## src/rtl/fp_pkg.sv

```systemverilog
// rtl/fp_pkg.sv - float operand classes, exception flag bundle and encoding helpers
package fp_pkg;

  typedef enum logic [1:0] {FP_ZERO, FP_NORM, FP_INF, FP_NAN} fp_class_e;

  typedef struct packed {
    logic invalid;
    logic overflow;
    logic underflow;
    logic inexact;
  } fp_flags_t;

  // Encodings are built 64 bits wide; callers keep the low EXP_W+MAN_W+1 bits.
  localparam int FP_ENC_W = 64;

  function automatic int fp_bias(input int exp_w);
    return (1 << (exp_w - 1)) - 1;
  endfunction

  function automatic logic [FP_ENC_W-1:0] fp_inf(input int exp_w, input int man_w);
    return ((64'd1 << exp_w) - 64'd1) << man_w;
  endfunction

  function automatic logic [FP_ENC_W-1:0] fp_qnan(input int exp_w, input int man_w);
    return fp_inf(exp_w, man_w) | (64'd1 << (man_w - 1));
  endfunction

endpackage

```

## src/rtl/fp_round_pack.sv

```systemverilog
// rtl/fp_round_pack.sv - combinational normalise, round-to-nearest-even and pack stage
// Optional FP_MUL_FLAGS_EN adds the flags output.
module fp_round_pack
  import fp_pkg::*;
#(
  parameter int EXP_W = 8,
  parameter int MAN_W = 23
) (
  input  logic                    sign,
  input  fp_class_e               cls,
  input  logic signed [EXP_W+1:0] exp_sum,
  input  logic [2*MAN_W+1:0]      prod,
  output logic [EXP_W+MAN_W:0]    z
`ifdef FP_MUL_FLAGS_EN
  ,
  output fp_flags_t               flags
`endif
);

  localparam int W = EXP_W + MAN_W + 1;
  localparam logic [FP_ENC_W-1:0] INF64  = fp_inf(EXP_W, MAN_W);
  localparam logic [FP_ENC_W-1:0] QNAN64 = fp_qnan(EXP_W, MAN_W);
  localparam logic [W-2:0] INF_MAG = INF64[W-2:0];
  localparam logic [W-1:0] QNAN    = QNAN64[W-1:0];
  localparam logic signed [EXP_W+1:0] EXP_MAX  = {2'b00, {EXP_W{1'b1}}};
  localparam logic signed [EXP_W+1:0] EXP_ZERO = '0;

  logic [2*MAN_W+1:0]      norm;
  logic [MAN_W:0]          mant;
  logic                    guard;
  logic                    sticky;
  logic                    round_up;
  logic [MAN_W+1:0]        rounded;
  logic signed [EXP_W+1:0] exp_fin;
  logic [MAN_W-1:0]        frac;
  logic                    ovf;
  logic                    unf;

  always_comb begin
    // Left-align so the leading one always sits at the top bit.
    norm     = prod[2*MAN_W+1] ? prod : (prod << 1);
    mant     = norm[2*MAN_W+1:MAN_W+1];
    guard    = norm[MAN_W];
    sticky   = |norm[MAN_W-1:0];
    round_up = guard & (sticky | mant[0]);
    rounded  = {1'b0, mant} + {{(MAN_W+1){1'b0}}, round_up};
    exp_fin  = exp_sum + {{(EXP_W+1){1'b0}}, prod[2*MAN_W+1]}
                       + {{(EXP_W+1){1'b0}}, rounded[MAN_W+1]};
    frac     = rounded[MAN_W+1] ? rounded[MAN_W:1] : rounded[MAN_W-1:0];
    ovf      = exp_fin >= EXP_MAX;
    unf      = exp_fin <= EXP_ZERO;

    z = '0;
    case (cls)
      FP_NAN:  z = QNAN;
      FP_INF:  z = {sign, INF_MAG};
      FP_ZERO: z = {sign, {(W-1){1'b0}}};
      default: begin
        if (ovf)      z = {sign, INF_MAG};
        else if (unf) z = {sign, {(W-1){1'b0}}};
        else          z = {sign, exp_fin[EXP_W-1:0], frac};
      end
    endcase
  end

`ifdef FP_MUL_FLAGS_EN
  always_comb begin
    flags           = '0;
    flags.invalid   = (cls == FP_NAN);
    flags.overflow  = (cls == FP_NORM) & ovf;
    flags.underflow = (cls == FP_NORM) & ~ovf & unf;
    flags.inexact   = (cls == FP_NORM) & (guard | sticky | ovf | unf);
  end
`endif

endmodule

```

## src/rtl/fp_mul_pipe.sv

```systemverilog
// rtl/fp_mul_pipe.sv - 3-stage pipelined IEEE-754 multiplier, RNE, subnormals flushed
// Optional FP_MUL_FLAGS_EN adds out_flags = {invalid, overflow, underflow, inexact}.
module fp_mul_pipe
  import fp_pkg::*;
#(
  parameter int EXP_W = 8,
  parameter int MAN_W = 23,
  parameter int TAG_W = 4
) (
  input  logic                 clk,
  input  logic                 rst,
  input  logic                 in_valid,
  output logic                 in_ready,
  input  logic [EXP_W+MAN_W:0] in_a,
  input  logic [EXP_W+MAN_W:0] in_b,
  input  logic [TAG_W-1:0]     in_tag,
  output logic                 out_valid,
  input  logic                 out_ready,
  output logic [EXP_W+MAN_W:0] out_z,
  output logic [TAG_W-1:0]     out_tag
`ifdef FP_MUL_FLAGS_EN
  ,
  output logic [3:0]           out_flags
`endif
);

  localparam int W = EXP_W + MAN_W + 1;
  localparam logic [EXP_W-1:0] EXP_ONES = '1;
  localparam logic signed [EXP_W+1:0] BIAS = (EXP_W+2)'(fp_bias(EXP_W));

  logic adv;
  assign adv      = out_ready | ~out_valid;
  assign in_ready = adv;

  function automatic fp_class_e classify(input logic [W-1:0] x);
    if (x[W-2:MAN_W] == '0)      return FP_ZERO;
    if (x[W-2:MAN_W] == EXP_ONES) return (x[MAN_W-1:0] == '0) ? FP_INF : FP_NAN;
    return FP_NORM;
  endfunction

  fp_class_e ca, cb, cls_in;

  always_comb begin
    ca = classify(in_a);
    cb = classify(in_b);
    if (ca == FP_NAN || cb == FP_NAN ||
        (ca == FP_INF && cb == FP_ZERO) || (ca == FP_ZERO && cb == FP_INF))
      cls_in = FP_NAN;
    else if (ca == FP_INF || cb == FP_INF)
      cls_in = FP_INF;
    else if (ca == FP_ZERO || cb == FP_ZERO)
      cls_in = FP_ZERO;
    else
      cls_in = FP_NORM;
  end

  logic                    s1_valid, s1_sign;
  fp_class_e               s1_cls;
  logic [EXP_W-1:0]        s1_exp_a, s1_exp_b;
  logic [MAN_W:0]          s1_sig_a, s1_sig_b;
  logic [TAG_W-1:0]        s1_tag;

  logic                    s2_valid, s2_sign;
  fp_class_e               s2_cls;
  logic signed [EXP_W+1:0] s2_exp;
  logic [2*MAN_W+1:0]      s2_prod;
  logic [TAG_W-1:0]        s2_tag;

  logic [W-1:0]            rp_z;
`ifdef FP_MUL_FLAGS_EN
  fp_flags_t               rp_flags;
`endif

  fp_round_pack #(.EXP_W(EXP_W), .MAN_W(MAN_W)) u_round_pack (
    .sign    (s2_sign),
    .cls     (s2_cls),
    .exp_sum (s2_exp),
    .prod    (s2_prod),
    .z       (rp_z)
`ifdef FP_MUL_FLAGS_EN
    ,
    .flags   (rp_flags)
`endif
  );

  always_ff @(posedge clk or posedge rst) begin
    if (rst) begin
      s1_valid  <= 1'b0;
      s1_sign   <= 1'b0;
      s1_cls    <= FP_ZERO;
      s1_exp_a  <= '0;
      s1_exp_b  <= '0;
      s1_sig_a  <= '0;
      s1_sig_b  <= '0;
      s1_tag    <= '0;
      s2_valid  <= 1'b0;
      s2_sign   <= 1'b0;
      s2_cls    <= FP_ZERO;
      s2_exp    <= '0;
      s2_prod   <= '0;
      s2_tag    <= '0;
      out_valid <= 1'b0;
      out_z     <= '0;
      out_tag   <= '0;
`ifdef FP_MUL_FLAGS_EN
      out_flags <= '0;
`endif
    end else if (adv) begin
      s1_valid  <= in_valid;
      s1_sign   <= in_a[W-1] ^ in_b[W-1];
      s1_cls    <= cls_in;
      s1_exp_a  <= in_a[W-2:MAN_W];
      s1_exp_b  <= in_b[W-2:MAN_W];
      s1_sig_a  <= {1'b1, in_a[MAN_W-1:0]};
      s1_sig_b  <= {1'b1, in_b[MAN_W-1:0]};
      s1_tag    <= in_tag;

      s2_valid  <= s1_valid;
      s2_sign   <= s1_sign;
      s2_cls    <= s1_cls;
      s2_exp    <= $signed({2'b00, s1_exp_a}) + $signed({2'b00, s1_exp_b}) - BIAS;
      s2_prod   <= {{(MAN_W+1){1'b0}}, s1_sig_a} * {{(MAN_W+1){1'b0}}, s1_sig_b};
      s2_tag    <= s1_tag;

      out_valid <= s2_valid;
      out_z     <= rp_z;
      out_tag   <= s2_tag;
`ifdef FP_MUL_FLAGS_EN
      out_flags <= rp_flags;
`endif
    end
  end

endmodule
```

## config.mk

```make
export PLATFORM = sky130hd
export DESIGN_NAME = fp_mul_pipe
export DESIGN_NICKNAME = d
export VERILOG_FILES = /design/src/rtl/fp_pkg.sv /design/src/rtl/fp_round_pack.sv /design/src/rtl/fp_mul_pipe.sv
export SDC_FILE = /design/constraint.sdc
export NUM_CORES = 2
export LEC_CHECK = 0
export ABC_AREA = 1
export BUFFER_PORTS_ARGS = -buffer_cell sky130_fd_sc_hd__buf_2
export CAP_MARGIN = 15
export CORE_AREA = 3 3 259 261
export DETAILED_ROUTE_END_ITERATION = 16
export DIE_AREA = 0 0 262 264
export PLACE_DENSITY = 0.7
export SLEW_MARGIN = 10
export SYNTH_ARGS = -nofsm -noshare
export SYNTH_HDL_FRONTEND = slang
export SYNTH_SLANG_ARGS = --single-unit
export TNS_END_PERCENT = 5
```

## constraint.sdc

```tcl
create_clock -name clk -period 14.3 [get_ports clk]
set_input_delay 1.43 -clock clk [delete_from_list [all_inputs] [get_ports clk]]
set_output_delay 1.43 -clock clk [all_outputs]
set_load 0.01 [all_outputs]
```

==> impl_metrics.toml <==
[detailed_routing]
vias_per_cell = 5.08
firstDrtPassIters = 6
initialDrtViolationCount = 2067
drc = 0
drtAntennaViolNets = 0
routed_wl_um = 80000
vias = 24276
routedWlPerCell_um = 16.7

[logic_synthesis]
synthMuxAreaShare_pct = 0
synth_compound_area_share_pct = 4.41
synth_fp_nets = 4690
ys_seq_elements = 174
ys_seq_area_share_pct = 14.9
syn_area_mm2 = 0.0291
ys_warn_count = 0
yosys.cell_types.count = 44
synthAdderAreaFrac_pct = 41.5
synth.avg_cell_area_um2 = 7.39
syn_inst = 3943
yosys.area_share.simple_pct = 22.7
synth-xor-area-share_pct = 0.752
synth_top_family_by_area = "adder cells"

[global_routing]
grt_max_degree = 124
grt_pass1_wl_um = 134000
grt_pass1_vias = 25656
antenna_found_initial = 0
grt_util_all_layers_pct = 24.7
globalRouteOverflowTotal = 0

[final_layout]
final_common_cell = "nand2_1"
layout_common_cells = "1232 x nand2_1, 1011 x inv_1, 484 x fa_1"
fillCellCount = 6514
diodes = 0
syn_to_final_growth_pct = 5.86
nets = 4662
drive_above_1_share_pct = 5.91

[sta]
drv_slew = 0
period_share_pct = 49.9
setup_tns_ns = 0
slew_headroom_pct = 13.8
worstMarginPinSlew_ns = 1.29
finalCriticalPeriod_ns = 7.13
setup_viol = 0
max_freq_mhz = 140
finalHoldViolations = 0
rsz0062_at_grt = "false"
skew_ns = 0.0252

[floorplan]
start_util_pct = 45.0
dieArea_mm2 = 0.0692
die-height_um = 264
io_pins = 110
die_w_um = 262
std_cell_rows = 93
coreArea_mm2 = 0.0647

[worst_hold_path]
whs_path_depth = 1
hold_start = "s1_sig_a[23]"
worstHoldPathType = "reg2reg"
min_to = "s1_sig_a[23]"

[run_status]
outcome = "completed"

[clocking]
clock_latency_ns = 0.51
cts_max_path_buffers = 2
cts_root_buf = "clkbuf_16"
clock_sinks = 174
post-cts-setup-buffers = 0
cts_resized = 0
htree_levels = 4
hold_buffers = 0
cts_buffers = 17
path_clk_slew_ns = 0.09
cts_tree = "done"

[worst_setup_path]
path_cells = "nand2_1 -> fa_1 -> inv_1 -> fa_1 -> inv_1 -> fa_1 -> fa_1 -> inv_1 -> fa_1 -> fa_1 -> inv_1 -> fa_1 -> inv_1 -> ha_1 -> nand2_1 -> o21ai_0 -> inv_1 -> nand2_1 -> o21bai_1 -> nand2_1 -> nand2_1 -> nand2_1 -> nand3_1 -> o21ai_0"
r2r_start = "s1_sig_a[14]"
critPathSlowestCell = "dfrtp_1"
r2r_slack_ns = 7.17
r2r-end = "s2_prod[35]"
path_delay_family = "adder cells"
critPathCaptureType = "flip-flop"
cp_max_fo = 25
r2r_cells = 24
cpMostUsedCell = "fa_1"
max_stage_delay_ns = 1.16
crit_required_ns = 14.65
cp-start-kind = "flip-flop"
critPathArrivalTime_ns = 7.48
crit_type = "reg2reg"
cp.buffers_inverters = 6

[placement]
numPortBuffers = 109
place_congestion = 0.984
hpwl_um = 62000

[job]
cap_violations = 0
==> logic make-up after synthesis <==
family                   count (synthesis)
AO/OA/AOI/OAI                          238
flip-flops                             174
adder cells (fa/ha/maj)                675
AND/OR/NAND/NOR                       1627
buffers and inverters                 1204
XOR/XNOR                                25
==> per-layer routing <==
layer | wire, um | up-vias | track usage [%]
met2 | 37600 | 915 | 40.3
met1 | 32400 | 11822 | 31.8
met5 | 0 | - | 0
li1 | - | 11323 | -
met4 | 3620 | 0 | 10.9
met3 | 6320 | 216 | 4.95
==> final cells by class <==
| class | count | area [um2] | share of cell area, % |
|---|---|---|---|
| Inverter | 1016 | 3820 | 12.4 |
| Timing Repair Buffer | 141 | 801 | 2.60 |
| Tap cell | 855 | 1070 | 3.47 |
| Clock inverter | 14 | 161 | 0.523 |
| Sequential cell | 174 | 4350 | 14.1 |
| Clock buffer | 18 | 429 | 1.39 |
| Multi-Input combinational cell | 2565 | 20200 | 65.5 |
==> flip-flops by register name (all words and copies together) (netlist names) <==
name / flops
s2_cls: 2
s2_sign: 1
s1_exp_a: 8
s1_tag: 4
out_valid: 1
s1_valid: 1
s1_sign: 1
out_tag: 4
s1_sig_a: 24
out_z: 32
s1_sig_b: 23
s2_tag: 4
s2_prod: 48
s1_cls: 2
s1_exp_b: 8
s2_valid: 1
s2_exp: 10
==> how the worst max path moves through the flow <==
stage | start | to | slack (ns) | cells past startpoint
after floorplan | rst | out_tag[0] | 8.15 | 1
after detailed placement | s1_sig_a[14] | s2_prod[23] | 7.28 | 23
after global routing | s1_sig_a[14] | s2_prod[35] | 6.83 | 24
after CTS | s1_sig_a[14] | s2_prod[23] | 7.25 | 23
after global placement | s1_sig_a[14] | s2_prod[23] | 7.33 | 23
final | s1_sig_a[14] | s2_prod[35] | 7.17 | 24
==> cells in the mapped netlist, drive strengths merged <==
cell | count | area share (%)
o22ai | 3 | 0.064
buf | 18 | 0.46
fa | 484 | 33
o211ai | 2 | 0.052
inv | 1016 | 13
nor2 | 165 | 2.3
and3 | 1 | 0.021
ha | 191 | 8.2
o21a | 6 | 0.15
clkbuf | 170 | 2.2
and2 | 3 | 0.064
xor2 | 14 | 0.42
nor4 | 5 | 0.11
or2 | 12 | 0.26
nor3b | 1 | 0.026
nand3 | 142 | 2.6
a21o | 3 | 0.077
dfrtp | 174 | 15
a21boi | 1 | 0.026
a22o | 1 | 0.030
nand3b | 8 | 0.21
a31oi | 7 | 0.15
nor3 | 14 | 0.27
xnor2 | 11 | 0.33
a21oi | 74 | 1.3
nand2 | 1244 | 16
a211oi | 1 | 0.026
o21ai | 136 | 2.4
nand4 | 32 | 0.69
o21bai | 4 | 0.10
==> per-stage QoR <==
stage               instances  area [um2]  util, %  worst slack [ns]  hold slack, ns
floorplan                3943       29100        -              8.15           0.440
global placement         4749       30200     46.7              7.33           0.454
detailed placement       4749       30200     46.7              7.28           0.457
CTS                      4781       30800     47.6              7.25           0.475
global route             4783       30800     47.7              6.83           0.496
finish                   4783       30800     47.7              7.17           0.472
Power is not shown: default switching activity piles up to over one toggle a cycle in this logic, so the estimate is an artifact.
